### src/rtl/bldc_pkg.sv
// Shared types, decode tables and gate-pattern helpers for the BLDC six-step commutator.
package bldc_pkg;

   typedef enum logic [1:0] {
      ST_IDLE,
      ST_DEADTIME,
      ST_DRIVE,
      ST_FAULT
   } state_t;

   localparam logic [2:0] SECTOR_UNKNOWN = 3'd7;

   localparam int G_INHA = 5;
   localparam int G_INLA = 4;
   localparam int G_INHB = 3;
   localparam int G_INLB = 2;
   localparam int G_INHC = 1;
   localparam int G_INLC = 0;

   function automatic logic [2:0] hall_to_sector(input logic [2:0] code);
      case (code)
         3'b101:  return 3'd0;
         3'b100:  return 3'd1;
         3'b110:  return 3'd2;
         3'b010:  return 3'd3;
         3'b011:  return 3'd4;
         3'b001:  return 3'd5;
         default: return SECTOR_UNKNOWN;
      endcase
   endfunction

   // Forward table; reverse swaps the high and low side of every phase.
   function automatic logic [5:0] gate_mask(input logic [2:0] sec, input logic rev);
      logic [5:0] m;
      logic [5:0] r;
      case (sec)
         3'd0:    m = 6'b10_01_00;
         3'd1:    m = 6'b10_00_01;
         3'd2:    m = 6'b00_10_01;
         3'd3:    m = 6'b01_10_00;
         3'd4:    m = 6'b01_00_10;
         3'd5:    m = 6'b00_01_10;
         default: m = 6'b00_00_00;
      endcase
      r = m;
      if (rev) begin
         r[G_INHA] = m[G_INLA];
         r[G_INLA] = m[G_INHA];
         r[G_INHB] = m[G_INLB];
         r[G_INLB] = m[G_INHB];
         r[G_INHC] = m[G_INLC];
         r[G_INLC] = m[G_INHC];
      end
      return r;
   endfunction

endpackage

### src/rtl/hall_debounce.sv
// Two-flop synchroniser plus stable-count filter for the raw hall lines.
module hall_debounce
   import bldc_pkg::*;
#(
   parameter int DEBOUNCE_CYCLES = 32
) (
   input  logic       clk,
   input  logic       rst_n,
   input  logic [2:0] hall,
   output logic [2:0] code,
   output logic       accept
);

   localparam int CW = $clog2(DEBOUNCE_CYCLES + 1);
   localparam logic [CW-1:0] CNT_MAX = CW'(DEBOUNCE_CYCLES);

   logic [2:0]    hall_p0;
   logic [2:0]    hall_p1;
   logic [2:0]    cand;
   logic [CW-1:0] cnt;
   logic [CW-1:0] cnt_nxt;
   logic          seen;
   logic          changed;
   logic          done;
   logic          take;

   // cnt is the number of consecutive cycles the synchronised code has equalled cand.
   always_comb begin
      changed = (hall_p1 != cand);
      cnt_nxt = cnt;
      if (changed)
         cnt_nxt = CW'(1);
      else if (cnt != CNT_MAX)
         cnt_nxt = cnt + CW'(1);
      done = (cnt_nxt == CNT_MAX) && (changed || (cnt != CNT_MAX));
      take = done && (!seen || (hall_p1 != code));
   end

   always_ff @(posedge clk or negedge rst_n) begin
      if (!rst_n) begin
         hall_p0 <= 3'd0;
         hall_p1 <= 3'd0;
         cand    <= 3'd0;
         cnt     <= '0;
         code    <= 3'd0;
         seen    <= 1'b0;
         accept  <= 1'b0;
      end else begin
         hall_p0 <= hall;
         hall_p1 <= hall_p0;
         cand    <= hall_p1;
         cnt     <= cnt_nxt;
         accept  <= take;
         if (take) begin
            code <= hall_p1;
            seen <= 1'b1;
         end
      end
   end

endmodule

### src/rtl/bldc_commutator.sv
// Six-step trapezoidal commutator: hall decode, dead-time FSM, gate drive,
// sticky invalid-hall fault and signed commutation-step position counter.
module bldc_commutator
   import bldc_pkg::*;
#(
   parameter int DEADTIME_CYCLES = 16,
   parameter int DEBOUNCE_CYCLES = 32,
   parameter int COUNT_WIDTH     = 24
) (
   input  logic                   clk,
   input  logic                   reset_n,
   input  logic                   enable,
   input  logic                   dir,
   input  logic                   pwm_in,
   input  logic [2:0]             hall,
   input  logic                   fault_clr,
   output logic [5:0]             gate,
   output logic [2:0]             sector,
   output logic                   fault,
   output logic [COUNT_WIDTH-1:0] position
);

   localparam logic [7:0] DT_LAST = 8'(DEADTIME_CYCLES - 1);

   logic [1:0]                    rst_sync;
   logic                          rst_n_int;
   logic [2:0]                    acc_code;
   logic                          acc_stb;
   logic [2:0]                    dsec;
   logic                          code_valid;
   logic                          bad_ev;
   logic                          sec_chg;
   logic [2:0]                    sector_nxt;
   logic [2:0]                    sec_inc;
   logic [2:0]                    sec_dec;
   logic                          dir_q;
   logic                          dir_chg;
   logic [7:0]                    dt_cnt;
   state_t                        state;
   state_t                        state_nxt;
   logic [5:0]                    gate_d;
   logic signed [COUNT_WIDTH-1:0] pos_q;

   // Reset asserts immediately but is released only on a clock edge.
   always_ff @(posedge clk or negedge reset_n) begin
      if (!reset_n) rst_sync <= 2'b00;
      else          rst_sync <= {rst_sync[0], 1'b1};
   end
   assign rst_n_int = rst_sync[1];

   hall_debounce #(
      .DEBOUNCE_CYCLES(DEBOUNCE_CYCLES)
   ) u_hall_debounce (
      .clk    (clk),
      .rst_n  (rst_n_int),
      .hall   (hall),
      .code   (acc_code),
      .accept (acc_stb)
   );

   always_comb begin
      dsec       = hall_to_sector(acc_code);
      code_valid = (dsec != SECTOR_UNKNOWN);
      bad_ev     = acc_stb && !code_valid;
      sec_chg    = acc_stb && code_valid && (dsec != sector);
      sector_nxt = sec_chg ? dsec : sector;
      sec_inc    = (sector == 3'd5) ? 3'd0 : sector + 3'd1;
      sec_dec    = (sector == 3'd0) ? 3'd5 : sector - 3'd1;
      dir_chg    = (dir != dir_q);
   end

   always_ff @(posedge clk or negedge rst_n_int) begin
      if (!rst_n_int) begin
         state  <= ST_IDLE;
         dt_cnt <= 8'd0;
      end else begin
         state  <= state_nxt;
         dt_cnt <= (state == ST_DEADTIME) ? dt_cnt + 8'd1 : 8'd0;
      end
   end

   always_comb begin
      state_nxt = state;
      case (state)
         ST_IDLE:
            if (enable && (sector != SECTOR_UNKNOWN)) state_nxt = ST_DEADTIME;
         ST_DEADTIME:
            if (!enable)                state_nxt = ST_IDLE;
            else if (dt_cnt == DT_LAST) state_nxt = ST_DRIVE;
         ST_DRIVE:
            if (!enable)                state_nxt = ST_IDLE;
            else if (sec_chg || dir_chg) state_nxt = ST_DEADTIME;
         ST_FAULT:
            if (fault_clr && code_valid) state_nxt = ST_IDLE;
         default:
            state_nxt = ST_IDLE;
      endcase
      // An invalid code overrides every other event.
      if (bad_ev) state_nxt = ST_FAULT;
   end

   // Pattern follows the sector/dir that will be current after this edge.
   always_comb begin
      gate_d = 6'b000000;
      if (state_nxt == ST_DRIVE)
         gate_d = gate_mask(sector_nxt, dir) & {pwm_in, 1'b1, pwm_in, 1'b1, pwm_in, 1'b1};
   end

   always_ff @(posedge clk or negedge rst_n_int) begin
      if (!rst_n_int) begin
         gate   <= 6'b000000;
         sector <= SECTOR_UNKNOWN;
         fault  <= 1'b0;
         dir_q  <= 1'b0;
         pos_q  <= '0;
      end else begin
         gate   <= gate_d;
         sector <= sector_nxt;
         dir_q  <= dir;
         if (bad_ev)
            fault <= 1'b1;
         else if ((state == ST_FAULT) && (state_nxt == ST_IDLE))
            fault <= 1'b0;
         if (sec_chg && (sector != SECTOR_UNKNOWN)) begin
            if (dsec == sec_inc)
               pos_q <= pos_q + COUNT_WIDTH'(1);
            else if (dsec == sec_dec)
               pos_q <= pos_q - COUNT_WIDTH'(1);
         end
      end
   end

   assign position = pos_q;

endmodule

### config.mk
export PLATFORM = sky130hd
export DESIGN_NAME = bldc_commutator
export DESIGN_NICKNAME = d
export VERILOG_FILES = /design/src/rtl/bldc_pkg.sv /design/src/rtl/hall_debounce.sv /design/src/rtl/bldc_commutator.sv
export SDC_FILE = /design/constraint.sdc
export NUM_CORES = 1
export LEC_CHECK = 0
export ABC_AREA = 1
export CAP_MARGIN = 10
export CORE_UTILIZATION = 45
export DETAILED_ROUTE_END_ITERATION = 12
export PLACE_DENSITY = 0.65
export SLEW_MARGIN = 20
export SYNTH_ARGS = -nofsm -noshare
export SYNTH_HDL_FRONTEND = slang
export SYNTH_HIERARCHICAL = 1
export SYNTH_SLANG_ARGS = --single-unit
### constraint.sdc
create_clock -name clk -period 5.5 [get_ports clk]
set_input_delay 0.825 -clock clk [delete_from_list [all_inputs] [get_ports clk]]
set_output_delay 0.825 -clock clk [all_outputs]
set_load 0.01 [all_outputs]
==> impl_metrics.yaml, run 1 <==
sta:
  period_needed_ns: 3.618
  fmax_mhz: 276.4
  rsz0062_at_grt: "false"
  setup_ws_ns: 1.882
  setup-violations-final: 0
  clock_skew_ns: 0.009936
  fin_crit_sh: 0.6579
  finalSetupTns_ns: 0
  hold_viol_final: 0
  slew_viol_final: 0
  worst_pin_slew_ns: 0.8203
  slew_headroom: 0.4531
floorplan:
  die_w_um: 100.5
  fp.dieH_um: 100.5
  core_area_mm2: 0.009328
  initial_core_util: 0.4677
  dieArea_mm2: 0.01009
  rows: 35
  pin_count: 43
critical_path:
  worstPathMaxFanout: 25
  crit_chain: "nand2_1 > inv_1 > ha_1 > o21ai_1 > xor2_1 > nor2_2 > nand2_2 > ha_1 > a21oi_1 > nand2_1 > a21boi_0 > o21ai_0 > nand2_1 > nand3b_1 > nand3_1 > nand2_1"
  worst_r2r_path_depth: 16
  slowest_stage: "dfstp_2"
  crit_arrival_ns: 3.87
  rrSetupSlack_ns: 1.88
  timing.rr.end: "position[18]"
  slowest_delay_ns: 0.57
  crit_type: "flop to flop"
  worstPathRequired_ns: 5.75
  start_kind: "flop"
  worstReg2RegStart: "sector[0]"
  crit_top_cell: "nand2_1"
  cp-end-kind: "flop"
cts:
  path_clk_slew_ns: 0.08
  clock_sinks: 67
  cts_buffers: 9
  cts_setup_buffers: 0
  cts_resized: 0
  cts_buffer_depth: 2
  cts_tree: "done"
  clk_latency_ns: 0.35
  holdBufCountCts: 0
  htree_levels: 3
  cts_root_buffer: "clkbuf_8"
cells_and_area:
  area_growth_syn_to_layout_pct: 18.15
  layout_commonest_cell: "nand2_1"
  fill_cells: 902
  diodes: 0
  post-route-util: 0.5526
  layout.nets: 659
  mostFrequentLayoutCells: "150 x nand2_1, 63 x dfrtp_1, 57 x inv_1, 56 x nor2_1, 42 x clkdlybuf4s50_1"
  drive_gt1_frac: 0.08931
synthesis:
  synth-edff-count: 0
  synth_nets: 610
  syn_area_mm2: 0.004363
  synthArstFlopShare: 1.000
  synthCells: 573
  ys_seq_area_frac: 0.3851
  yosysWarnings: 6
  synth_cell_types: 42
  ys_ff_latch: 67
  synthFlopType: "dfrtp_1"
  avgSynthCellArea_um2: 7.614
global_routing:
  grt_util_met3: 0.04438
  grt_pass1_wl_um: 16680
  grt_max_degree: 66
  grt_use_total: 0.2090
  antenna_found_initial: 0
  gr-max-usage-layer: "met2"
  grt_overflow_total: 0
  grt_pass1_vias: 3768
  use_met1: 0.2592
  use_met2: 0.3599
route:
  vias: 3811
  routedWlPerCell_um: 12.65
  dr.pass1.iters: 5
  dr.first_iter.drc_count: 173
  routed_via_density: 5.041
  drc: 0
  postRouteAntennaNets: 0
  totalWireLength_um: 9565
pwr:
  vdd_drop_max_v: 0.0001301
  p_leak_nw: 2.634
  power.density_mw_per_mm2: 202.8
place:
  dp_slack_ns: 1.917
  portBuffers: 42
  place_hpwl_um: 7209
  gp_congestion: 0.8545
min_path:
  hp-class: "flop to flop"
  hold_depth: 0
  min-delay-start: "u_hall_debounce/hall_p0[0]"
  holdPathEnd: "u_hall_debounce/hall_p1[0]"
run_status:
  status: "complete, no violations"
run:
  drv_cap: 0
## cells in the mapped netlist, types with 2 or more instances
master / n / area share
nand2_1: 150 / 0.13
dfrtp_1: 64 / 0.37
inv_1: 57 / 0.049
nor2_1: 56 / 0.048
a21oi_1: 34 / 0.039
nand3_1: 32 / 0.037
ha_1: 27 / 0.077
o21ai_0: 22 / 0.025
o21ai_1: 22 / 0.025
xnor2_1: 19 / 0.038
nand2_2: 9 / 0.013
xor2_1: 9 / 0.018
nor3_1: 8 / 0.0092
nand4_1: 7 / 0.010
inv_2: 5 / 0.0043
nand3b_1: 5 / 0.0086
buf_2: 4 / 0.0046
nand3_2: 4 / 0.0092
nor3b_1: 4 / 0.0069
a21oi_2: 3 / 0.0060
dfstp_2: 3 / 0.018
nor2_2: 3 / 0.0043
o21a_1: 3 / 0.0052
or2_2: 3 / 0.0043
nor4_1: 2 / 0.0029
o21ai_2: 2 / 0.0040
## worst max-delay path by stage
stage | start | to | slack [ns] | cells after the start
floorplan | sector[0] | position[18] | 2.49 | 16
global placement | sector[0] | position[18] | 2.09 | 16
detailed placement | sector[0] | position[18] | 1.92 | 16
CTS | sector[0] | position[18] | 1.91 | 16
global route | sector[0] | position[18] | 1.44 | 16
finish | sector[0] | position[18] | 1.88 | 16
## per-layer routing
metal / vias up / wire [um]
met5: - / 0
met4: 0 / 159
met3: 14 / 322
met2: 76 / 4620
met1: 1758 / 4463
li1: 1963 / -
## report_power, final
group          internal [W]  total [W]  switching, W
Sequential         0.000503   0.000510    0.00000782
Clock              0.000273   0.000487      0.000214
Combinational     0.0000172  0.0000478     0.0000306
## metrics by stage
step	power (W)	std cells	instance area, um2	hold WS, ns
floorplan	0.0005514	573	4363	0.3312
global placement	0.0005661	740	4922	0.3322
detailed placement	0.0005691	740	4922	0.3364
CTS	0.001058	756	5155	0.3552
global route	0.001083	756	5155	0.3569
finish	0.001045	756	5155	0.3525
## cells by family (layout without fill, tap and decap cells)
group,count (synthesis),after routing,synth area share
AO/OA/AOI/OAI,91,91,0.1130
XOR/XNOR,29,29,0.05994
adder cells (fa/ha/maj),28,28,0.08202
buffers and inverters,68,122,0.06195
flip-flops,67,67,0.3851
other,1,1,0.0008595
AND/OR/NAND/NOR,289,289,0.2971
## worst max-delay path: cells and delay by family (launching register included)
kind	cells	cell delay, ns
XOR/XNOR	1	0.19
AND/OR/NAND/NOR	8	1.03
adder cells (fa/ha/maj)	2	0.60
flip-flops	1	0.57
AO/OA/AOI/OAI	4	1.06
buffers and inverters	1	0.06
## sequential cells by signal, summed over array words and instances, names as in the netlist, 2 cells and up
register,count
state,2
gate,6
u_hall_debounce/hall_p0,3
dt_cnt,8
u_hall_debounce/cnt,6
position,24
u_hall_debounce/hall_p1,3
u_hall_debounce/code,3
sector,3
u_hall_debounce/cand,3
rst_sync,2
## layout make-up
cell class / count / area, um2 / area share
flip-flops and latches: 67 / 1682 / 0.3262
repair buffers: 43 / 427.9 / 0.08301
multi-input cells: 438 / 2412 / 0.4680
clock inverters: 6 / 95.09 / 0.01845
clock buffers: 10 / 137.6 / 0.02670
inverters: 63 / 239.0 / 0.04636
well taps: 129 / 161.4 / 0.03131
Note: power is estimated with default switching activity, not from simulation.
==> run 2: changes to the inputs <==
==> constraint.sdc (replaced) <==
create_clock -name clk -period 3.7 [get_ports clk]
set_input_delay 0.555 -clock clk [delete_from_list [all_inputs] [get_ports clk]]
set_output_delay 0.555 -clock clk [all_outputs]
set_load 0.01 [all_outputs]
==> run 2 against run 1 <==
Net effect:
- power rose by 46%
- via count rose by 0.42%
- combinational power rose by 27%
- cell area barely moved
- sequential share of layout area barely moved
- wire length rose by 2.8%
- clock skew rose by 0.0031 ns
- critical path type unchanged
- largest cell class unchanged
==> impl_metrics.yaml, run 2 (synthesis results as in run 1) <==
place:
  gp_congestion: 0.8554
  place_hpwl_um: 7595
  portBuffers: 42
  dp_slack_ns: 0.2544
global_routing:
  grt_use_total: 0.2105
  grt_util_met3: 0.03398
  grt_overflow_total: 0
  use_met2: 0.3688
  gr-max-usage-layer: "met2"
  grt_pass1_wl_um: 16700
  grt_pass1_vias: 3621
  use_met1: 0.2641
  grt_max_degree: 46
  antenna_found_initial: 0
cells_and_area:
  regArea_mm2: 0.001684
  layout.nets: 660
  drive_gt1_frac: 0.09076
  fill_cells: 870
  diodes: 0
  area_growth_syn_to_layout_pct: 18.18
  layout_commonest_cell: "nand2_1"
  mostFrequentLayoutCells: "150 x nand2_1, 63 x dfrtp_1, 57 x inv_1, 56 x nor2_1, 42 x clkdlybuf4s50_1"
  largest_reg_flops: 24
  multi_input_area_mm2: 0.002412
sta:
  rsz0062_at_grt: "false"
  clock_skew_ns: 0.01301
  period_needed_ns: 3.409
  slew_headroom: 0.4985
  slew_viol_final: 0
  fmax_mhz: 293.3
  setup-violations-final: 0
  finalSetupTns_ns: 0
  worst_pin_slew_ns: 0.7496
  hold_viol_final: 0
  fin_crit_sh: 0.9214
  setup_ws_ns: 0.2907
  hold_slack_ns: 0.3424
route:
  postRouteAntennaNets: 0
  routedWlPerCell_um: 12.99
  dr.pass1.iters: 4
  dr.first_iter.drc_count: 188
  vias: 3827
  totalWireLength_um: 9832
  drc: 0
  routed_via_density: 5.055
cts:
  clock_sinks: 67
  cts_buffer_depth: 2
  cts_setup_buffers: 0
  cts_buffers: 9
  htree_levels: 3
  cts_tree: "done"
  path_clk_slew_ns: 0.09
  clk_latency_ns: 0.34
  cts_root_buffer: "clkbuf_8"
critical_path:
  slowest_delay_ns: 0.58
  critical_path.top_delay_family: "simple AND/OR/NAND/NOR gates"
  crit_arrival_ns: 3.65
  worstPathRequired_ns: 3.94
  rrSetupSlack_ns: 0.29
  slowest_stage: "dfstp_2"
  cp_num_buf_inv: 2
  crit_top_cell: "nand2_1"
  crit_chain: "nand2_1 > inv_1 > ha_1 > o21ai_1 > xor2_1 > nor2_2 > nand2_2 > buf_4 > ha_1 > nand2_1 > nor2_1 > nand2_1 > o21ai_0 > nand2_1 > nand2_1 > nand2_1 > nand3_1 > nand2_1"
  worstPathMaxFanout: 14
  cp-end-kind: "flop"
  start_kind: "flop"
  crit_type: "flop to flop"
floorplan:
  die_w_um: 100.5
  fp.dieH_um: 100.5
  dieArea_mm2: 0.01009
  initial_core_util: 0.4677
  core_area_mm2: 0.009328
  rows: 35
  pin_count: 43
run_status:
  status: "complete, no violations"
run:
  drv_cap: 0
pwr:
  vdd_drop_max_v: 0.0002226
  p_leak_nw: 2.634
  power.density_mw_per_mm2: 295.3
min_path:
  hp-class: "flop to async pin"
[run 2: cell count changes in the layout (fill, tap and decap cells not counted), sizes merged]
| cell | before | now |
|---|---|---|
| clkbuf | 10 | 9 |
| buf | 1 | 2 |
| clkinv | 1 | 3 |
| inv | 66 | 65 |
[run 2: final timing paths]
path / startpoint / to / depth (start not counted)
setup / recovery: sector[0] / position[17] / 18
hold / removal: rst_sync[1] / position[20] / 0
setup reg to reg: sector[0] / position[17] / 18
hold reg to reg: rst_sync[1] / position[20] / 0
max in group asynchronous: rst_sync[1] / sector[1] / 1
min in group clk: rst_sync[0] / rst_sync[1] / 0
[run 2: where the power goes]
part / leakage (nW) / switching (W) / internal [W] / total (W)
clock network: 0.114 / 0.000308 / 0.000385 / 0.000694
registers: 0.887 / 0.0000207 / 0.000747 / 0.000768
logic: 1.63 / 0.0000356 / 0.0000254 / 0.0000609
[run 2: what timing repair did]
| item | 4_1_cts | 5_1_grt |
|---|---|---|
| hold buffers | 0 | 0 |
| endpoints found under the setup margin | 0 | 2 |
| gates resized for setup | 0 | 1 |
[run 2: layout make-up]
cell class                 instances  share of cell area
clock buffer                       9             0.02402
clock inverter                     7             0.01941
inverter                          63             0.04635
multi-input combinational        438              0.4678
sequential                        67              0.3266
tap                              129             0.03130
timing repair buffer              44             0.08445
[run 2: layer usage]
metal / wire, um / vias to the layer above
met5: 0 / -
met4: 99 / 0
met3: 300 / 9
met2: 4829 / 62
met1: 4603 / 1784
li1: - / 1972
[run 2: per-stage QoR]
| step | instances | instance area, um2 | power [W] | utilization |
|---|---|---|---|---|
| 4_1_cts | 757 | 5154 | 0.001542 | 0.5525 |
| 6_report | 757 | 5156 | 0.001522 | 0.5528 |
| 3_3_place_gp | 741 | 4930 | 0.0008419 | 0.5285 |
| 5_1_grt | 757 | 5156 | 0.001582 | 0.5528 |
| 3_5_place_dp | 741 | 4930 | 0.0008443 | 0.5285 |
| 2_1_floorplan | 573 | 4363 | 0.0008197 | - |
==> run 3: changes to the inputs <==
--- a/config.mk
+++ b/config.mk
@@ -7,9 +7,11 @@
 export LEC_CHECK = 0
 export ABC_AREA = 1
 export CAP_MARGIN = 10
+export CORE_MARGIN = 4
 export CORE_UTILIZATION = 45
 export DETAILED_ROUTE_END_ITERATION = 12
 export PLACE_DENSITY = 0.65
+export RECOVER_POWER = 50
 export SLEW_MARGIN = 20
 export SYNTH_ARGS = -nofsm -noshare
 export SYNTH_HDL_FRONTEND = slang
==> run 3 against run 2 <==
Net effect:
- the flow now finishes with violations (capacitance limit, slew limit)
- clock-buffer cell count grew 1
- via count fell by 0.76%
- worst hold slack improved by 0.0033 ns
- sequential power hardly changed
- sequential cell count unchanged
- clock power down 20%
- power fell by 9.2%
- sequential share of layout area increased by 0.33 points
==> impl_metrics.yaml, run 3 (synthesis results as in run 1) <==
cts:
  clk_latency_ns: 0.35
  path_clk_slew_ns: 0.09
  holdBufCountCts: 0
  cts_buffer_depth: 2
  clock_sinks: 67
  cts_root_buffer: "clkbuf_8"
  htree_levels: 3
  cts_tree: "done"
  cts_setup_buffers: 0
  cts_buffers: 9
route:
  dr.first_iter.drc_count: 127
  vias: 3798
  totalWireLength_um: 9640
  drc: 0
  dr.pass1.iters: 4
  postRouteAntennaNets: 0
  routed_via_density: 5.011
  routedWlPerCell_um: 12.72
global_routing:
  grt_pass1_vias: 3699
  grt_use_total: 0.1779
  grt_max_degree: 45
  antenna_found_initial: 0
  grt_overflow_total: 0
  grt_pass1_wl_um: 16460
sta:
  finalSetupTns_ns: 0
  fmax_mhz: 311.0
  worst_pin_slew_ns: 1.748
  setup-violations-final: 0
  rsz0062_at_grt: "false"
  setup_ws_ns: 0.4843
  clock_skew_ns: 0.01657
  fin_crit_sh: 0.8691
  slew_headroom: -0.1654
  hold_viol_final: 0
  slew_viol_final: 45
  period_needed_ns: 3.216
floorplan:
  rows: 35
  dieArea_mm2: 0.01133
  pin_count: 43
  fp.dieH_um: 106.5
  die_w_um: 106.5
  initial_core_util: 0.4677
  core_area_mm2: 0.009328
place:
  place_hpwl_um: 7499
  dp_slack_ns: 0.3059
  gp_congestion: 0.9164
  portBuffers: 42
cells_and_area:
  fill_cells: 890
  layout.nets: 661
  diodes: 0
  mostFrequentLayoutCells: "150 x nand2_1, 64 x dfrtp_1, 57 x inv_1, 56 x nor2_1, 37 x clkdlybuf4s50_1"
  drive_gt1_frac: 0.08585
  area_growth_syn_to_layout_pct: 16.75
  layout_commonest_cell: "nand2_1"
  largest_reg_flops: 24
pwr:
  power.density_mw_per_mm2: 271.4
  p_leak_nw: 2.606
  vdd_drop_max_v: 0.0002119
min_path:
  hp-class: "flop to flop"
critical_path:
  cp-end-kind: "flop"
  crit_type: "flop to flop"
  worstPathMaxFanout: 19
  start_kind: "flop"
  worstPathRequired_ns: 3.95
  crit_arrival_ns: 3.47
run_status:
  status: "finished with violations"
  violations: "capacitance limit, slew limit"
run:
  drv_cap: 1
run 3: cell types whose count changed in the layout (fill, tap and decap cells not counted), sizes merged:
| cell | previous run | this run |
|---|---|---|
| clkdlybuf4s50 | 42 | 37 |
| dlygate4sd3 | 0 | 5 |
| clkinvlp | 0 | 3 |
| bufinv | 2 | 0 |
| clkbuf | 9 | 11 |
| inv | 65 | 63 |
run 3: final timing paths:
| path | from | end | slack [ns] | cells past startpoint |
|---|---|---|---|---|
| max | sector[0] | position[18] | 0.48 | 16 |
| min | u_hall_debounce/hall_p0[0] | u_hall_debounce/hall_p1[0] | 0.35 | 0 |
| max reg2reg | sector[0] | position[18] | 0.48 | 16 |
| min reg2reg | u_hall_debounce/hall_p0[0] | u_hall_debounce/hall_p1[0] | 0.35 | 0 |
| max in group asynchronous | rst_sync[1] | gate[1] | 1.14 | 1 |
| min in group asynchronous | reset_n | rst_sync[0] | 0.43 | 1 |
run 3: metrics by stage:
step	instances	power (W)	hold WS, ns	utilization	cell area (um2)
floorplan	573	0.0008197	0.2594	-	4363
global placement	742	0.0008414	0.3320	0.5293	4937
CTS	758	0.001411	0.3438	0.5485	5116
finish	758	0.001382	0.3457	0.5461	5094
global route	758	0.001450	0.3544	0.5461	5094
detailed placement	742	0.0008452	0.3355	0.5293	4937
run 3: routing by layer:
metal | track usage | up-vias | wire [um]
met5 | 0 | - | 0
met4 | 0.06484 | 0 | 212
met3 | 0.05525 | 18 | 507
met2 | 0.2919 | 67 | 4518
met1 | 0.2208 | 1750 | 4403
li1 | - | 1963 | -
run 3: report_power, final:
group	internal, W	switching [W]
combinational	0.0000232	0.0000343
sequential	0.000747	0.0000201
clock	0.000260	0.000298
run 3: critical path: stages (launching register included):
cell      delay (ns)
dfstp_2         0.57
nand2_1         0.09
inv_1           0.06
ha_1            0.21
o21ai_1         0.09
xor2_1          0.09
nor2_2          0.12
nand2_2         0.26
fa_1            0.50
nand3_1         0.11
nand2_1         0.12
a21boi_1        0.35
o21ai_0         0.20
nand2_1         0.12
nand3b_1        0.08
nand3_1         0.08
nand2_1         0.05
run 3: layout make-up:
type,instances,area (um2),share of cell area
inverters,63,239.0,0.04692
well taps,129,161.4,0.03169
clock buffers,10,137.6,0.02702
repair buffers,45,439.2,0.08622
flip-flops and latches,67,1680,0.3299
multi-input cells,438,2395,0.4702
clock inverters,6,41.29,0.008106
run 3: what timing repair did:
item / CTS / global route
hold endpoints to repair: 0 / 0
setup endpoints to repair: 0 / 2
resized for setup: 0 / 1
